<file path="src/rtl/lz77_encoder.sv">
// LZ77 streaming encoder: 9-entry search window, 8-entry look-ahead buffer.
// Emits one (code_pos, code_len, chardata) token per match; the input string ends with '$'.
// Optional feature: define LZ77_ENC_OVERLAP_EN to let a match run past sb[0] into the
// look-ahead buffer. When undefined, matches are limited to window characters only.
module lz77_encoder (
    input  logic       clk,
    input  logic       reset,
    input  logic [7:0] in_data,
    input  logic       in_valid,
    output logic       in_ready,
    output logic       code_valid,
    output logic [3:0] code_pos,
    output logic [2:0] code_len,
    output logic [7:0] chardata,
    output logic       finish
);
    localparam int unsigned SB_DEPTH = 9;
    localparam int unsigned LA_DEPTH = 8;
    localparam logic [7:0]  EOS_CHAR = 8'h24;

    localparam logic [2:0] S_FILL   = 3'd0;
    localparam logic [2:0] S_SEARCH = 3'd1;
    localparam logic [2:0] S_EMIT   = 3'd2;
    localparam logic [2:0] S_SHIFT  = 3'd3;
    localparam logic [2:0] S_DONE   = 3'd4;

    logic [2:0] state, state_n;
    logic [7:0] sb   [SB_DEPTH];
    logic [7:0] sb_n [SB_DEPTH];
    logic [7:0] la   [LA_DEPTH];
    logic [7:0] la_n [LA_DEPTH];
    logic [3:0] sb_cnt, sb_cnt_n;
    logic [3:0] la_cnt, la_cnt_n;
    logic       eos, eos_n;
    logic [3:0] cand_pos, cand_pos_n;
    logic [2:0] best_len, best_len_n;
    logic [3:0] best_pos, best_pos_n;
    logic [2:0] shift_cnt, shift_cnt_n;

    logic       in_ready_n;
    logic       code_valid_n;
    logic [3:0] code_pos_n;
    logic [2:0] code_len_n;
    logic [7:0] chardata_n;
    logic       finish_n;

    logic [2:0] cap;
    logic [2:0] cand_len;
    logic       run;
    logic       in_window;
    logic [7:0] src;

    // Match length of candidate distance cand_pos against the look-ahead buffer
    always_comb begin
        cap       = (la_cnt >= 4'(LA_DEPTH)) ? 3'(LA_DEPTH - 1) : 3'(la_cnt - 4'd1);
        run       = 1'b1;
        cand_len  = '0;
        src       = '0;
        in_window = 1'b1;
        for (int k = 0; k < int'(LA_DEPTH) - 1; k++) begin
            if (k <= int'(cand_pos)) begin
                src = sb[4'(int'(cand_pos) - k)];
            end else begin
                src = la[3'(k - int'(cand_pos) - 1)];
            end
`ifdef LZ77_ENC_OVERLAP_EN
            in_window = 1'b1;
`else
            in_window = (k <= int'(cand_pos));
`endif
            if (run && in_window && (3'(k) < cap) && (la[3'(k)] == src)) begin
                cand_len = cand_len + 3'd1;
            end else begin
                run = 1'b0;
            end
        end
    end

    // Next-state, datapath and registered-output decode
    always_comb begin
        state_n      = state;
        sb_n         = sb;
        la_n         = la;
        sb_cnt_n     = sb_cnt;
        la_cnt_n     = la_cnt;
        eos_n        = eos;
        cand_pos_n   = cand_pos;
        best_len_n   = best_len;
        best_pos_n   = best_pos;
        shift_cnt_n  = shift_cnt;
        code_valid_n = 1'b0;
        code_pos_n   = code_pos;
        code_len_n   = code_len;
        chardata_n   = chardata;
        finish_n     = finish;
        in_ready_n   = 1'b0;

        case (state)
            S_FILL: begin
                if (in_valid && (la_cnt < 4'(LA_DEPTH)) && !eos) begin
                    la_n[la_cnt[2:0]] = in_data;
                    la_cnt_n          = la_cnt + 4'd1;
                    if (in_data == EOS_CHAR) begin
                        eos_n = 1'b1;
                    end
                end
                if ((la_cnt_n == 4'(LA_DEPTH)) || (eos_n && (la_cnt_n != 4'd0))) begin
                    state_n    = S_SEARCH;
                    cand_pos_n = '0;
                    best_len_n = '0;
                    best_pos_n = '0;
                end
            end
            S_SEARCH: begin
                if ((cand_pos < sb_cnt) && (cand_len > best_len)) begin
                    best_len_n = cand_len;
                    best_pos_n = cand_pos;
                end
                if (cand_pos == 4'(SB_DEPTH - 1)) begin
                    // Last candidate: load the token so code_valid is high in the EMIT cycle
                    state_n      = S_EMIT;
                    cand_pos_n   = '0;
                    code_valid_n = 1'b1;
                    code_len_n   = best_len_n;
                    code_pos_n   = (best_len_n == 3'd0) ? 4'd0 : best_pos_n;
                    chardata_n   = la[best_len_n];
                end else begin
                    cand_pos_n = cand_pos + 4'd1;
                end
            end
            S_EMIT: begin
                state_n     = S_SHIFT;
                shift_cnt_n = '0;
            end
            S_SHIFT: begin
                sb_n[0] = la[0];
                for (int i = 1; i < int'(SB_DEPTH); i++) begin
                    sb_n[i] = sb[i - 1];
                end
                for (int i = 0; i < int'(LA_DEPTH) - 1; i++) begin
                    la_n[i] = la[i + 1];
                end
                la_n[LA_DEPTH - 1] = '0;
                sb_cnt_n    = (sb_cnt == 4'(SB_DEPTH)) ? sb_cnt : sb_cnt + 4'd1;
                la_cnt_n    = la_cnt - 4'd1;
                shift_cnt_n = shift_cnt + 3'd1;
                if (shift_cnt == code_len) begin
                    if (chardata == EOS_CHAR) begin
                        state_n  = S_DONE;
                        finish_n = 1'b1;
                    end else begin
                        state_n = S_FILL;
                    end
                end
            end
            S_DONE: begin
                state_n = S_DONE;
            end
            default: begin
                state_n = S_FILL;
            end
        endcase

        // in_ready mirrors the FILL-state acceptance condition of the next cycle
        in_ready_n = (state_n == S_FILL) && (la_cnt_n < 4'(LA_DEPTH)) && !eos_n;
    end

    // State and output registers
    always_ff @(posedge clk or posedge reset) begin
        if (reset) begin
            state      <= S_FILL;
            sb         <= '{default: '0};
            la         <= '{default: '0};
            sb_cnt     <= '0;
            la_cnt     <= '0;
            eos        <= 1'b0;
            cand_pos   <= '0;
            best_len   <= '0;
            best_pos   <= '0;
            shift_cnt  <= '0;
            in_ready   <= 1'b0;
            code_valid <= 1'b0;
            code_pos   <= '0;
            code_len   <= '0;
            chardata   <= '0;
            finish     <= 1'b0;
        end else begin
            state      <= state_n;
            sb         <= sb_n;
            la         <= la_n;
            sb_cnt     <= sb_cnt_n;
            la_cnt     <= la_cnt_n;
            eos        <= eos_n;
            cand_pos   <= cand_pos_n;
            best_len   <= best_len_n;
            best_pos   <= best_pos_n;
            shift_cnt  <= shift_cnt_n;
            in_ready   <= in_ready_n;
            code_valid <= code_valid_n;
            code_pos   <= code_pos_n;
            code_len   <= code_len_n;
            chardata   <= chardata_n;
            finish     <= finish_n;
        end
    end

endmodule

</file>
<file path="config.mk">
export PLATFORM = sky130hd
export DESIGN_NAME = lz77_encoder
export DESIGN_NICKNAME = d
export VERILOG_FILES = /design/src/rtl/lz77_encoder.sv
export SDC_FILE = /design/constraint.sdc
export NUM_CORES = 1
export LEC_CHECK = 0
export CAP_MARGIN = 25
export CORE_MARGIN = 1.5
export CORE_UTILIZATION = 58
export DETAILED_ROUTE_END_ITERATION = 6
export PLACE_DENSITY = 0.78
export SYNTH_ARGS = -nofsm -noshare
export SYNTH_HDL_FRONTEND = slang
export SYNTH_SLANG_ARGS = --single-unit
</file>
<file path="constraint.sdc">
create_clock -name clk -period 9.8 [get_ports clk]
set_clock_uncertainty 0.15 [all_clocks]
set_input_delay 1.47 -clock clk [delete_from_list [all_inputs] [get_ports clk]]
set_output_delay 1.47 -clock clk [all_outputs]
set_load 0.01 [all_outputs]
</file>
==> out/results.ini <==
[floorplanning]
chipHeight_um = 152
fp-row-count = 54
die_area_um2 = 23000
die_x_um = 152
core_area_um2 = 21800
num_io_pins = 29
initial_core_util_pct = 59.0

[synthesis]
async_reset_ff_share_pct = 100
yosysWarnings = 0
ys_ff_latch = 180
synth_area_leaders = dfrtp_1 (35%), nand2_1 (10%), mux4_2 (7.7%), mux2i_1 (5.8%), a21oi_1 (3.9%)
syn_area_um2 = 12800
synth.yosys.seq_area_share_pct = 35.1
synth_top_area_share_pct = 35.1
post-synth-top-area-cell = dfrtp_1
ys.flop_type = dfrtp_1
synth_enable_flop_cells = 0
synth_fp_nets = 1500
netlist_instances = 1464
syn_avg_cell_area_um2 = 8.77
ys_types = 91

[worst_setup_path]
ff2ff_path_depth = 45
r2r_setup_slack_ns = 0.54
start_kind = register
cp_common_cell = ha_1
cp_slowest_cell = mux4_2
slowest_delay_ns = 0.52
worst-path-max-fanout = 18
crit_family = simple AND/OR/NAND/NOR gates
end_kind = register
worstReg2RegEnd = chardata[2]
r2r_start = cand_pos[0]
critPathArrivalTime_ns = 9.45
path_class = register to register
critical_path_buf_inv_count = 3
crit_required_ns = 9.99

[clocking]
cts_sinks = 180
cts_made_buffers = 17
cts_root_buf = clkbuf_16
clock_path_buffers = 2
clkTransAtPathRegs_ns = 0.08
cts_tree = yes
cts_hold_buffers = 0
clkLatencyLatePin_ns = 0.46
cts_htree_levels = 4

[timing]
hold_slack_ns = 0.331
worstMarginPinSlew_ns = 0.956
setup_viol_count_final = 0
fin_crit_ns = 9.26
fin_ws_ns = 0.540
max_freq_mhz = 108
hold_viol_final = 0
slew_headroom_pct = 36.3
fin_crit_sh_pct = 94.5
rsz0062_at_grt = false
slew_violations = 0

[finish]
finalInstanceArea_um2 = 14300
final_net_count = 1505
final_cell_count_no_fill = 1763
mostFrequentLayoutCells = nand2_1 (355), dfrtp_1 (176), a21oi_1 (99), nor2_1 (77), mux2i_1 (74)
area_delta_synth_final_pct = 11.3
final_common_cell = nand2_1
drive_gt1_share_pct = 13.9

[pwr]
comb_power_share_pct = 1.9
p_seq_share_pct = 49.2
switching_share_pct = 26.7
peakVddDrop_uv = 116
p_leak_nw = 6.22
switching_power_mw = 0.403
power.density_nw_per_um2 = 105
p_int_mw = 1.11
power.share.clock_pct = 48.8

[place]
dp_cells = 1715
dpl_cell_area_um2 = 13400
place_ws_ns = -0.0870
gp_congestion = 0.979
numPortBuffers = 28
place_hpwl_um = 26900

[drt]
vias = 12000
drt-total-wl_um = 39800
drt_iter0_drc = 1637
dr.pass1.iters = 7
ant_nets = 0
post_drt_wl_per_cell_um = 22.6
vias_per_cell = 6.82
drc_errors = 2

[run_status]
violations = DRC
status = complete, but fails checks

[grt]
grt_pass1_wl_um = 62100
gr-total-overflow = 0
grt_max_degree = 87
antenna_found_initial = 1
grtUsageTotal_pct = 35.2
grt_pass1_vias = 11200

[min_path]
min_to = finish
hold_depth = 1
min_path_type = register to register
min_from = finish

[job]
cap_violations = 0

## sequential cells by signal, indices dropped and copies added, names as in the netlist, 3 cells and up
register   count
code_pos       4
code_len       3
sb            72
best_pos       4
best_len       3
la_cnt         4
sb_cnt         4
chardata       8
shift_cnt      3
state          3
la            64
cand_pos       4
## worst register-to-register path, delay by kind of cell (launching register included)
family	cells	cell delay, ns
and+or+nand+nor	17	3.02
adders and majority gates	6	1.48
muxes	4	1.30
xor gates and xnor gates	5	0.88
AOI/OAI and AO/OA	10	1.42
DFF	1	0.49
buffers and inverters	3	0.42
## metal layers
layer	share of wire [%]	GRT usage, %
met3	11	7.54
met5	0	0
met1	39	47.9
met2	46	54.3
met4	4.4	15.3
## worst max path at each step
stage	from	end	slack, ns	cells after the start
floorplan	cand_pos[0]	chardata[0]	0.18	49
global placement	cand_pos[0]	chardata[4]	0.24	42
detailed placement	cand_pos[0]	chardata[4]	-0.09	42
CTS	cand_pos[0]	chardata[5]	0.003	45
global route	cand_pos[0]	chardata[2]	0.08	45
finish	cand_pos[0]	chardata[2]	0.54	45
## synth_stat cells, drive strengths merged (4+ instances only)
cell and n:
nor3b 9, nand4 7, a31oi 12, nand2 357
nor2b 20, a211oi 23, o211ai 13, a21oi 101
a21boi 5, a221oi 4, o22ai 8, and2 15
a22o 4, a2111oi 7, nor4 6, nor3 29
a22oi 34, o32a 4, ha 25, nor2 80
xor2 19, inv 29, clkbuf 50, xnor2 33
and3 8, a221o 7, or3 6, dfrtp 180
nand3 42, mux2 26, and4 4, mux2i 74
o211a 4, o21ai 58, buf 50, o31ai 6
a32oi 5, or2 4, mux4 44, nand2b 9
a21o 8
## cell type report
| cell class | count | area [µm²] |
|---|---|---|
| antenna | 1 | 2.50 |
| clock buffer | 17 | 425 |
| clock inverter | 15 | 215 |
| fill | 1704 | 7460 |
| inverter | 29 | 118 |
| multi-input combinational | 1156 | 7900 |
| sequential | 180 | 4510 |
| tap | 280 | 350 |
| timing repair buffer | 85 | 768 |
## power groups by stage
stage          clock (mW)  sequential (mW)  combinational, mW
6_report            0.737            0.742             0.0294
5_1_grt             0.775            0.742             0.0338
4_1_cts             0.744            0.742             0.0305
3_5_place_dp            0            0.757             0.0303
3_3_place_gp            0            0.757             0.0298
2_1_floorplan           0            0.757             0.0161
## kinds of logic after synthesis
group	after synthesis	synth area share [%]
buffers and inverters	129	4.62
flip-flops	180	35.1
adder cells (fa/ha/maj)	25	2.44
AO/OA/AOI/OAI	326	17.1
AND/OR/NAND/NOR	608	21.3
multiplexers	144	15.8
XOR/XNOR	52	3.66
## stage by stage
| stage | TNS [ns] | power (mW) | utilization (%) |
|---|---|---|---|
| final | 0 | 1.51 | 65.7 |
| after global routing | 0 | 1.55 | 65.7 |
| after CTS | 0 | 1.52 | 64.4 |
| after detailed placement | -0.470 | 0.787 | 61.4 |
| after global placement | 0 | 0.787 | 61.4 |
| after floorplan | 0 | 0.773 | - |
## what timing repair did
action,4_1_cts,5_1_grt
endpoints found under the setup margin,9,22
cloned,0,2
setup buffers,0,12
pin swaps,0,9
gates resized for setup,2,29
No activity file was read; power rests on OpenSTA's default activity.
